===== src/rtl/motor_cmd_scheduler.sv =====
// Line-follower command scheduler: IDLE/FOLLOW/TURN/DWELL with a shared interval counter.
// Optional macro LINE_LOST_HOLD_EN: FOLLOW holds the last motor pattern when all sensors read 0.
module motor_cmd_scheduler #(
   parameter int DWELL_CYCLES = 250000000,
   parameter int TURN_CYCLES  = 50000000,
   parameter int CNT_W        = 30
) (
   input  logic       clk,
   input  logic       rst,
   input  logic       cmd_valid,
   input  logic [2:0] cmd_op,
   input  logic       lt1,
   input  logic       lt2,
   input  logic       lt3,
   output logic       m1,
   output logic       m2,
   output logic       m3,
   output logic       m4,
   output logic       busy,
   output logic       done,
   output logic       cmd_drop,
   output logic [1:0] state
);

   typedef enum logic [1:0] {
      S_IDLE   = 2'd0,
      S_FOLLOW = 2'd1,
      S_TURN   = 2'd2,
      S_DWELL  = 2'd3
   } state_e;

   localparam logic [3:0] M_FWD   = 4'b1001;
   localparam logic [3:0] M_RIGHT = 4'b0101;
   localparam logic [3:0] M_LEFT  = 4'b1010;
   localparam logic [3:0] M_BRAKE = 4'b1111;

   localparam logic [2:0] OP_STOP   = 3'd0;
   localparam logic [2:0] OP_FOLLOW = 3'd1;
   localparam logic [2:0] OP_TURN   = 3'd2;
   localparam logic [2:0] OP_DWELL  = 3'd3;

   localparam logic [CNT_W-1:0] TURN_LAST  = CNT_W'(TURN_CYCLES - 1);
   localparam logic [CNT_W-1:0] DWELL_LAST = CNT_W'(DWELL_CYCLES - 1);
   localparam logic [CNT_W-1:0] CNT_ONE    = CNT_W'(1);

   state_e           state_q, state_d;
   logic [CNT_W-1:0] cnt_q, cnt_d;
   logic [3:0]       m_q, m_d;
   logic             done_q, done_d;
   logic             drop_q, drop_d;
   logic             busy_w;
   logic [CNT_W-1:0] last_w;
   logic [3:0]       lost_m_w;

   assign busy_w = (state_q == S_TURN) || (state_q == S_DWELL);
   assign last_w = (state_q == S_TURN) ? TURN_LAST : DWELL_LAST;

`ifdef LINE_LOST_HOLD_EN
   assign lost_m_w = m_q;
`else
   assign lost_m_w = M_BRAKE;
`endif

   always_comb begin
      state_d = state_q;
      cnt_d   = cnt_q;
      done_d  = 1'b0;
      drop_d  = 1'b0;
      m_d     = M_BRAKE;

      if (busy_w) begin
         cnt_d = cnt_q + CNT_ONE;
         if (cnt_q == last_w) begin
            state_d = S_FOLLOW;
            cnt_d   = '0;
            done_d  = 1'b1;
         end
      end

      // A command overrides interval completion only when it is accepted (STOP always is).
      if (cmd_valid) begin
         case (cmd_op)
            OP_STOP: begin
               state_d = S_IDLE;
               cnt_d   = '0;
               done_d  = 1'b0;
            end
            OP_FOLLOW: begin
               if (busy_w) begin
                  drop_d = 1'b1;
               end else begin
                  state_d = S_FOLLOW;
                  cnt_d   = '0;
               end
            end
            OP_TURN, OP_DWELL: begin
               if (busy_w) begin
                  drop_d = 1'b1;
               end else begin
                  state_d = (cmd_op == OP_TURN) ? S_TURN : S_DWELL;
                  cnt_d   = '0;
               end
            end
            default: drop_d = 1'b1;
         endcase
      end

      case (state_d)
         S_TURN: m_d = M_LEFT;
         S_FOLLOW: begin
            if (lt2)      m_d = M_FWD;
            else if (lt1) m_d = M_RIGHT;
            else if (lt3) m_d = M_LEFT;
            else          m_d = lost_m_w;
         end
         default: m_d = M_BRAKE;
      endcase
   end

   always_ff @(posedge clk) begin
      if (rst) begin
         state_q <= S_IDLE;
         cnt_q   <= '0;
         m_q     <= M_BRAKE;
         done_q  <= 1'b0;
         drop_q  <= 1'b0;
      end else begin
         state_q <= state_d;
         cnt_q   <= cnt_d;
         m_q     <= m_d;
         done_q  <= done_d;
         drop_q  <= drop_d;
      end
   end

   assign {m1, m2, m3, m4} = m_q;
   assign busy             = busy_w;
   assign done             = done_q;
   assign cmd_drop         = drop_q;
   assign state            = state_q;

endmodule


===== config.mk =====
export PLATFORM = sky130hd
export DESIGN_NAME = motor_cmd_scheduler
export DESIGN_NICKNAME = d
export VERILOG_FILES = /design/src/rtl/motor_cmd_scheduler.sv
export SDC_FILE = /design/constraint.sdc
export NUM_CORES = 1
export LEC_CHECK = 0
export CAP_MARGIN = 30
export CORE_MARGIN = 10
export CORE_UTILIZATION = 32
export CTS_CLUSTER_DIAMETER = 40
export CTS_CLUSTER_SIZE = 40
export DETAILED_ROUTE_END_ITERATION = 8
export PLACE_DENSITY_LB_ADDON = 0.3
export SYNTH_ARGS = -nofsm -noshare
export SYNTH_HDL_FRONTEND = slang
export SYNTH_SLANG_ARGS = --single-unit

===== constraint.sdc =====
create_clock -name clk -period 2 [get_ports clk]
set_clock_uncertainty 0.1 [all_clocks]
set_input_delay 0.4 -clock clk [delete_from_list [all_inputs] [get_ports clk]]
set_output_delay 0.4 -clock clk [all_outputs]
set_load 0.03 [all_outputs]

# After elaboration in Yosys (flattened, before gate mapping)
# Cells that the tools add are included.
# W data, S select, Z words.
# totals
reg_bits	38
input_bits	9
output_inout_bits	9
elab_cells	43
# classes
n_addsub	1
eq_ne	8
mux	23
bitwise_logic	1
n_reduce_logical	5
# op_table
operator	count
$mux W30	4
$pmux W30 S2	1
$add A30 B1 Y30 const B	1
$eq A30 B28 Y1	1
$mux W28	1
$mux W2	5
$mux W4	2
$pmux W4 S2	1
$eq A2 B2 Y1 const B	3
$eq A3 B2 Y1 const B	2
$mux W1	6
$pmux W2 S3	1
$reduce_or A2 Y1	2
$eq A3 B1 Y1 const B	1
$logic_not A3 Y1	1
$mux W3	1
$reduce_or A3 Y1	1
$eq A2 B1 Y1 const B	1
$pmux W1 S2	1
$logic_or A1 B1 Y1	1
$not A1 Y1	1

# Longest topological paths before layout
# depth
word_depth	10
mapped_depth	7

# Least setup slack after synthesis
# Ideal clock, no wire load.
# synth_path
path_kind	register to register
start	register state_q[1] (netlist: state[1])
end	register cnt_q[13]
arrival_time_ps	1885
path_slack_ps	-100
stages_incl_launch_ff	7
n_path_buf	1
path_cell_list	dfxtp_1 -> and2b_1 -> nor4bb_1 -> o2111ai_4 -> nand2_4 -> buf_6 -> nor2_1
# synth_between
elab_chain_len	8
elab_cells_between_ends	10
classes_between	eq/ne: 3; mux: 6; reduce/logical: 1
# synth_rtl
element	line_no	text
start: declaration	46	state_e state_q, state_d;
start signal: assignment	128	state_q <= state_d;
$eq A2 B2 Y1	55, 56	
$mux W28	56	assign last_w = (state_q == S_TURN) ? TURN_LAST : DWELL_LAST;
$eq A30 B28 Y1	73	if (cnt_q == last_w) begin
$mux W30	73	
$mux W30	71	if (busy_w) begin
$mux W30	89, 97	
$pmux W30 S2	82	case (cmd_op)
$mux W30 *	81	if (cmd_valid) begin
end signal: assignment	129	cnt_q <= cnt_d;
end: declaration	47	logic [CNT_W-1:0] cnt_q, cnt_d;
# Mark *: on every way between the ends. The rest lies on a longest branch, timed or not.
# A chain may end at the register's enable or synchronous reset.

# Final worst setup path
# layout_path
start	register cnt_q[14]
end	register cnt_q[10]
# layout_between
elab_chain_len	6
# layout_rtl
element	line_no
$eq A30 B28 Y1 *	73
$mux W30 *	73
$mux W30 *	71
$mux W30	89, 97
$pmux W30 S2	82
$mux W30 *	81
# Marks and branches as above.

==> impl_results.md <==
- Slew @ Worst Pin: 0.326 ns
- Initial antenna violation count: 0
- Remaining DRCs: 0
- Synth Area in Compound Gates: 0.0779
- Die ar.: just over 0.009 mm2
- Routed wire length: ~4000 um
- Area of the multi-input gates: around 0.0011 mm2
- Clock Tree Root: clkbuf_8
- Total length of routed met3 wires: around 140 um
- Minimum clock period: 1.93 ns
- Fmax: a little over 0.5 GHz
- ANT cells: 0
- TritonCTS Buffers: 5
- Height of the chip: between 90 and 100 um
- Type of origin of the critical path: flop
- Routed length per placed instance: 12.5 um
- Util after Layout: 0.432
- Post-Synth Simple-Gate Area: 0.350
- Crit end category: flop
- Core outline area: 0.00557 mm2
- Final net count: around 260
- Netlist cell types: 42
- Worst Hold Class: flop to flop
- Post-CTS Setup Inserts: 0
- Final Wtd Congestion: 0.778
- Met2 wire length: ~1800 um
- Main area contributors after synthesis: dfxtp_1, nor2_1, xnor2_1
- CTS tree: done
- CP delay by family, top: simple AND/OR/NAND/NOR gates
- Share of layout cells above drive strength 1: 0.202
- Worst-Skew Late Latency: between 0.2 and 0.3 ns
- CTS max path bufs: 2
- Worst-path clk slew: about 0.07 ns
- Final setup fails: 0
- First-pass GRT wire length: 7080 um
- Critical-path cell list: or4b_4 > nor4b_4 > o2111ai_4 > nand2_4 > buf_12 > nor2_1
- Post-Synthesis Cells: 208
- Peak VDD IR: around 0.31 mV
- Status: complete, no violations
- Period utilization: 0.967
- Share of the synthesized area in the top cell type: 0.408
- Dominant cell type by area after synthesis: dfxtp_1
- Row cnt: 27
- Vias post-DR: 1544
- Power, Total: 1.39 mW
- Post-synth EDFFs: 0
- Detailed placer's ending HPWL: ~3000 um
- Mapped cell area: about 0.0019 mm2
- Port Buffer Count: 17
- Async set or reset register ratio after synthesis: 0
- CP max stage cell: or4b_4
- Seq/Total Area, Yosys: 0.408
- First drt pass iteration count: 4
- Syn nets: between 200 and 250
- Wl on met1: 2060 um
- Top sig layer: met4
- Antenna-violating nets left: 0
- Post-synthesis mux area share: 0
- Yosys reg bits: 38
- DIE WIDTH: between 90 and 100 um
- Total GRT Usage: 0.0962
- Final hold vios: 0
- Total of max-cap violations: 0
- Layout area overhead: 29.2%
- Unrepaired setup endpoints after global routing: yes
- Drt via density: between 4 and 5
- H-Tree Depth: 2
- Worst EP arrival: between 2 and 2.5 ns
- # clock sinks: 38
- Initial DRC Count: 69
- Slew Limit Fails: 0
- Adder-cell area share of the yosys netlist: 0.00671
- Register area: ~760 um2
- Leakage: 0.882 nW
- Xor and xnor area share after synthesis: 0.127
- Ys flop type: dfxtp_1
- Ys Warns: 0
- Slew margin rel.: 0.782
- Largest family of logic cells by synthesized area: simple AND/OR/NAND/NOR gates
- # IOs: 18
- CP Buf/Inv Count: 1
- Setup CP Type: flop to flop
- Syn avg cell area: 8.96 um2
- Pwr dens: about 580 mW/mm2
- Vias in the first global route: 1498
- Fillcell total: 559
- Largest net degree at the start of global routing: 22
- WP data required: ~2.1 ns
- Grt total ovfl: 0
- CP max stage delay: between 0.5 and 0.6 ns
- Initial core utilization: 0.334
- Max FO, Critical Path: 21
- Hold-fix buffers at CTS: 0
## worst reg2reg max path: stages (launching register included)
cell	delay, ns
dfxtp_2	0.32
or4b_4	0.55
nor4b_4	0.30
o2111ai_4	0.20
nand2_4	0.12
buf_12	0.16
nor2_1	0.08
## routing by layer
layer,GRT usage,vias up
li1,-,814
met1,0.124,709
met2,0.142,15
met3,0.0327,6
met4,0.0436,0
met5,0,-
## placed cells by master, fill, tap and decap left out, drive strengths merged, types with 2 or more instances in the layout
cell	netlist	routed
nand2	11	11
nand3b	3	3
nor3	2	2
nand3	10	10
dlygate4sd2	0	2
nor2b	3	3
nand2b	3	3
and3	5	5
nand4b	2	2
nand4	11	11
buf	3	30
or4b	2	2
xnor2	14	14
a2bb2oi	2	2
a21oi	7	7
dfxtp	38	38
nor3b	2	2
clkdlybuf4s50	0	15
nor2	41	41
clkbuf	6	7
o21ai	3	3
inv	2	2
and4	8	8
a21o	2	2
xor2	13	13
nor4	2	2
## kinds of logic (layout without fill, tap and decap cells)
family	after synthesis	after routing
and+or+nand+nor	112	112
DFF	38	38
xor gates and xnor gates	27	27
adders and majority gates	1	1
AOI/OAI and AO/OA	19	19
buffers and inverters	11	56
## path summary, 6_finish.rpt
check                               start        end  slack, ns  depth (start not counted)
worst min-delay path             cnt_q[0]   cnt_q[0]       0.42                          2
worst max-delay path            cnt_q[14]  cnt_q[10]       0.07                          6
worst max register to register  cnt_q[14]  cnt_q[10]       0.07                          6
worst min register to register   cnt_q[0]   cnt_q[0]       0.42                          2
## synth_stat cells, drive strengths merged (2+ instances only)
cell / instances
clkbuf: 6
or4b: 2
nand4b: 2
nor2: 41
and3: 5
xor2: 13
nand2b: 3
a21o: 2
and4: 8
o21ai: 3
buf: 3
dfxtp: 38
nand3b: 3
nor2b: 3
nor3b: 2
a21oi: 7
xnor2: 14
nand2: 11
a2bb2oi: 2
inv: 2
nand4: 11
nor4: 2
nor3: 2
nand3: 10
## stage by stage
step / hold slack (ns) / setup slack [ns] / cell area [um2] / std cells / TNS (ns)
finish: 0.417 / 0.0659 / 2410 / 325 / 0
global route: 0.462 / -0.0495 / 2410 / 325 / -0.263
CTS: 0.420 / 0.0166 / 2400 / 325 / 0
detailed placement: 0.409 / -0.0186 / 2320 / 318 / -0.0421
global placement: 0.405 / 0.0268 / 2320 / 318 / 0
floorplan: 0.376 / 0.0395 / 1870 / 208 / 0
## power by group
part	switching (mW)	internal, mW	total [mW]
logic	0.0661	0.0635	0.130
clock network	0.247	0.240	0.487
registers	0.00496	0.765	0.770
## sequential cells by signal, indices dropped and copies added, names as in the netlist
signal and cells:
cnt_q 30, done 1, cmd_drop 1, state 2
m_q 4
## area by class of cell
class | instances | area share
clock buffer | 7 | 0.0317
inverter | 2 | 0.00312
multi-input combinational | 159 | 0.443
sequential | 38 | 0.317
tap | 72 | 0.0374
timing repair buffer | 47 | 0.168
## repair_timing
item                       CTS  global route
resized for setup            3             4
pin swaps                    1             3
setup endpoints to repair    5            33
No activity file was read; power rests on OpenSTA's default activity.
